File: src/rtl/wb_pt_queue.sv
// In-order DEPTH x 1 FIFO remembering the we bit of each outstanding access.
module wb_pt_queue #(
  parameter int unsigned DEPTH = 4
) (
  input  logic                         clk_i,
  input  logic                         async_rst_i,
  input  logic                         push_i,
  input  logic                         pop_i,
  input  logic                         flush_i,
  input  logic                         we_i,
  output logic                         full_o,
  output logic                         empty_o,
  output logic                         head_we_o,
  output logic                         busy_o,
  output logic [$clog2(DEPTH+1)-1:0]   count_o
);
  localparam int unsigned PW = (DEPTH > 1) ? $clog2(DEPTH) : 1;
  localparam int unsigned CW = $clog2(DEPTH+1);

  logic [DEPTH-1:0] mem_q, mem_d;
  logic [PW-1:0]    wr_ptr_q, wr_ptr_d, rd_ptr_q, rd_ptr_d;
  logic [CW-1:0]    count_q, count_d;
  logic             busy_q, busy_d;
  logic             do_push, do_pop;

  // Wrap explicitly so non-power-of-two depths work.
  function automatic logic [PW-1:0] ptr_inc(input logic [PW-1:0] p);
    return (p == PW'(DEPTH-1)) ? '0 : p + PW'(1);
  endfunction

  assign full_o    = (count_q == CW'(DEPTH));
  assign empty_o   = (count_q == '0);
  assign head_we_o = mem_q[rd_ptr_q];
  assign busy_o    = busy_q;
  assign count_o   = count_q;

  always_comb begin
    mem_d    = mem_q;
    wr_ptr_d = wr_ptr_q;
    rd_ptr_d = rd_ptr_q;
    count_d  = count_q;
    do_pop   = pop_i & ~empty_o;
    do_push  = push_i & (~full_o | do_pop);
    if (flush_i) begin
      wr_ptr_d = '0;
      rd_ptr_d = '0;
      count_d  = '0;
    end else begin
      if (do_push) begin
        mem_d[wr_ptr_q] = we_i;
        wr_ptr_d        = ptr_inc(wr_ptr_q);
      end
      if (do_pop) rd_ptr_d = ptr_inc(rd_ptr_q);
      count_d = count_q + CW'(do_push) - CW'(do_pop);
    end
    busy_d = (count_d != '0);
  end

  always_ff @(posedge clk_i or posedge async_rst_i) begin
    if (async_rst_i) begin
      mem_q    <= '0;
      wr_ptr_q <= '0;
      rd_ptr_q <= '0;
      count_q  <= '0;
      busy_q   <= 1'b0;
    end else begin
      mem_q    <= mem_d;
      wr_ptr_q <= wr_ptr_d;
      rd_ptr_q <= rd_ptr_d;
      count_q  <= count_d;
      busy_q   <= busy_d;
    end
  end
endmodule

File: config.mk
export PLATFORM = sky130hd
export DESIGN_NAME = wb_pt_queue
export DESIGN_NICKNAME = d
export VERILOG_FILES = /design/src/rtl/wb_pt_queue.sv
export SDC_FILE = /design/constraint.sdc
export NUM_CORES = 1
export LEC_CHECK = 0
export CAP_MARGIN = 0
export CORE_MARGIN = 2
export CORE_UTILIZATION = 35
export CTS_CLUSTER_SIZE = 40
export DETAILED_ROUTE_END_ITERATION = 8
export SLEW_MARGIN = 5
export SYNTH_ARGS = -nofsm -noshare
export SYNTH_HDL_FRONTEND = slang
export SYNTH_SLANG_ARGS = --single-unit
File: constraint.sdc
create_clock -name clk_i -period 4.8 [get_ports clk_i]
set_input_delay 0.96 -clock clk_i [delete_from_list [all_inputs] [get_ports clk_i]]
set_output_delay 0.96 -clock clk_i [all_outputs]
set_load 0.02 [all_outputs]
---- Word level (Yosys, flattened, before mapping) ----
Index checks and enable logic that the tools add are counted.
storage, ports and cells
  bits of input ports ..................... 6
  logic and storage cells ................. 39
  register bits ........................... 12
  output and inout bits ................... 7
cells by class
  bitwise operators ....................... 6
  add/subtract/negate cells ............... 4
  $lt $le $gt $ge ......................... 3
  reduce and logical (&&, ||, !) cells .... 6
  equal/unequal tests ..................... 3
  mux-type cells .......................... 12
operators by type and width
  operator             count
  $mux 2               6
  $lt 2x3->1 const B   2
  $add 2x1->2 const B  2
  $bwmux 4             1
  $eq 2x2->1 const B   2
  $reduce_bool 2->1    2
  $add 3x1->3          1
  $eq 3x3->1 const B   1
  $logic_not 3->1      1
  $mux 3               1
  $not 1->1            3
  $reduce_bool 3->1    1
  $sub 3x1->3          1
  $and 1x1->1          2
  $bmux 1 s2           1
  $demux 1 s2          1
  $ge 2x1->1 const B   1
  $mux 1               2
  $reduce_and 2->1     1
  $logic_and 1x1->1    1
  $or 1x1->1           1

---- Depth between registers and ports, before layout ----
  word-level depth ........................ 9
  depth in mapped cells ................... 10
  depth with buffers taken out ............ 10

---- Worst setup path before layout ----
No wires, ideal clock.
  path kind ............................... input port to flip-flop
  start ................................... in pop_i
  end ..................................... reg busy_q (netlist: busy_o)
  path buffers ............................ 0
  library setup time ...................... 0.131 ns
  stages on the path ...................... 10
  required time ........................... 4.669 ns
  path slack .............................. 1.912 ns
  arrival time ............................ 2.756 ns
  path through ............................ nor4b_4 -> nand2b_1 -> ha_1 -> inv_1 -> ha_1 -> inv_1 -> fa_1 -> xnor3_1 -> nor2_1 -> or3_1
on the way
  longest elaborated chain between the ends .. 7
RTL lines
  what                   line  RTL
  from (decl)            8     input logic pop_i,
  $and 1x1->1 (*)        42    do_pop = pop_i & ~empty_o;
  $or 1x1->1             43    do_push = push_i & (~full_o | do_pop);
  $and 1x1->1            43
  $add 3x1->3            54    count_d = count_q + CW'(do_push) - CW'(do_pop);
  $sub 3x1->3 (*)        54
  $mux 3 (*)             44    if (flush_i) begin
  net count_d[2]         22    logic [CW-1:0] count_q, count_d;
  $reduce_bool 3->1 (*)  56    busy_d = (count_d != '0);
  net busy_d             23    logic busy_q, busy_d;
  to (signal assigned)   71    busy_q <= busy_d;
  to (decl)              23
Mark *: on every way through the listed nets, which the timed path passes. The rest lies on a longest branch.
A chain may end at the register's enable or synchronous reset.

---- Final worst setup path ----
Same ends and word-level chain as after synthesis.

==> metrics <==
syn_nets=between 70 and 80; Max-Cap Viols=0; ANT cells=0; CTS sink count=12; synth top area cells=dfrtp_1 44%, ha_1 11%, mux2_1 6.5%; GR Layer Usage met2=around 14%; die area=2340 µm²; Power Density=about 500 nW/µm²; postcts setup bufs=0; Post-synth ARST share=100%; Synth Register Bits=12; num rows=16; Area Overhead vs Synth=25.1%; vias per cell=approximately 4.8; clk_lat worst skew=~270 ps; first-pass GRT wire length=between 1500 and 2000 µm; Max Fclk=a little over 0.3 GHz; gr busiest metal=met2; Post-Syn Area=between 600 and 700 µm²; initial antenna violation count=0; Seq/Total Area, Yosys=43.6%; DRT iter0 DRCs=12; final WL=between 1000 and 1500 µm; layout cell share with drive strength beyond 1=slightly below 7%; met1 GRT Util=between 10% and 20%; Die Width=approximately 48 µm; CTS buffer count=3; Final Cell Area=approximately 860 µm²; Slew headroom=between 60% and 70%; # DRC=0; Synth top cells by count=12 x dfrtp_1, 7 x inv_1, 6 x ha_1; critical-path maximum fanout=9; placed inst area=about 840 µm²; Hold Crit Class=flop to flop; Critical Path Source Type=input port; Unique masters post-synth=23; Longest Clk Path Bufs=2; Syn. warnings=0; Placer Congestion=0.740; CTS tree=built; Synth top area share=around 44%; PortBufs=12; GR Util met3=under 10%; final clock skew=between 2 and 2.5 ps; Hold Fails Final Rpt=0; most frequent cell after synthesis=dfrtp_1; initial core utilization=36.2%; Die H=48.3 µm; final core occ=45.3%; Slew Viols, Final=0; number of global-route vias before repair=410; Post-synth EDFFs=0; Crit. End Element=flop; setup ws final=roughly 1500 ps; Total Neg Setup Slack=0 ps; Top Ports=13; RSZ-0062 raised after global routing=no; leakage power=around 0.38 nW; status=finished clean; Worst IR Drop VDD=between 0.2 and 0.3 mV; fin nets=87; worst slew pin tran=between 400 and 500 ps; area leader, netlist=dfrtp_1; H-tree levels=1; GR Overflow Total=0; Reg2Reg Setup Slack=between 2000 and 2500 ps; cts hold-fix bufs=0; Final Cycle Share=around two thirds; Mapped Cells=slightly below 60; Data required, critical path=4950 ps; # setup viols final=0; Routed WL per cell=approximately 11 µm; pin count of the biggest net entering global routing=13; core area=about 1900 µm²; post-route minimum period=3250 ps; GRT Total Usage=between 10% and 20%; PostCTS Resize Cnt=0; ANT nets after route=0; Worst-path clk slew=about 70 ps; Root Driver=clkbuf_4; Vias=around 470; pre-CTS WS=1240 ps; Hold WS=485 ps; WP data arrival=between 3000 and 4000 ps; critical path class=input port to flop; ys flop type=dfrtp_1; average cell area after synthesis=11.9 µm²; Pre-Repair DR Iteration Count=4
## layout make-up
cell class              instances  area [µm²]
inverters                       7        26.3
repair buffers                 12         120
flip-flops and latches         12         300
well taps                      27        33.8
clock buffers                   3        22.5
multi-input cells              38         358
fillers                       177        1040
## state kept, by name, summed over array words and instances, names as in the netlist
| register | count |
|---|---|
| mem_q | 4 |
| wr_ptr_q | 2 |
| rd_ptr_q | 2 |
| busy_o | 1 |
| count_o | 3 |
## power by group
| group | total, mW | internal (mW) | switching, mW |
|---|---|---|---|
| clock | 0.0601 | 0.0290 | 0.0311 |
| sequential | 0.166 | 0.134 | 0.0316 |
| combinational | 0.194 | 0.108 | 0.0864 |
| total | 0.420 | 0.270 | 0.149 |
## logic make-up (layout without fill, tap and decap cells)
| group | Yosys count | after routing | synth area share (%) |
|---|---|---|---|
| AOI/OAI and AO/OA | 7 | 7 | 5.45 |
| xor gates and xnor gates | 2 | 2 | 4.55 |
| adders and majority gates | 7 | 7 | 13.8 |
| buffers and inverters | 8 | 22 | 4.36 |
| DFF | 12 | 12 | 43.6 |
| muxes | 5 | 5 | 9.82 |
| and+or+nand+nor | 17 | 17 | 18.4 |
## placed cells by master, fill, tap and decap left out, drive strengths merged
cell,Yosys,final
o31ai,1,1
or3,2,2
or4,1,1
xor2,1,1
mux4,1,1
dfrtp,12,12
nor2b,1,1
o21ai,3,3
a21oi,3,3
nor4b,5,5
mux2,4,4
clkbuf,1,3
clkdlybuf4s50,0,12
inv,7,7
nor2,3,3
nand3b,1,1
nand2b,1,1
fa,1,1
ha,6,6
nor3b,1,1
nor3,1,1
xnor3,1,1
nand2,1,1
## stage by stage
step | std cells | power [mW]
after floorplan | 58 | 0.289
after global placement | 96 | 0.363
after detailed placement | 96 | 0.365
after CTS | 99 | 0.427
after global routing | 99 | 0.454
final | 99 | 0.420
## final timing paths
kind / startpoint / to / depth (start not counted)
hold reg to reg: mem_q[3]$_DFFE_PP0P_ / mem_q[3]$_DFFE_PP0P_ / 1
min in group asynchronous: async_rst_i / wr_ptr_q[1]$_DFFE_PP0P_ / 2
hold / removal: mem_q[3]$_DFFE_PP0P_ / mem_q[3]$_DFFE_PP0P_ / 1
setup reg to reg: count_o[1]$_DFF_PP0_ / busy_o$_DFF_PP0_ / 10
max in group asynchronous: async_rst_i / rd_ptr_q[0]$_DFFE_PP0P_ / 2
setup / recovery: pop_i / busy_o$_DFF_PP0_ / 11
## metal layers
layer,up-vias,wire (µm)
li1,236,-
met1,225,546
met2,11,498
met3,2,71
met4,0,9
met5,-,0
## worst max-delay path, cell delays in order
cell	delay, ps
clkdlybuf4s50_1	470
nor4b_4	440
nand2b_1	170
ha_1	220
inv_1	60
ha_1	130
inv_1	50
fa_1	360
xnor3_1	200
nor2_1	50
or3_1	310
Note: power is estimated with default switching activity, not from simulation.
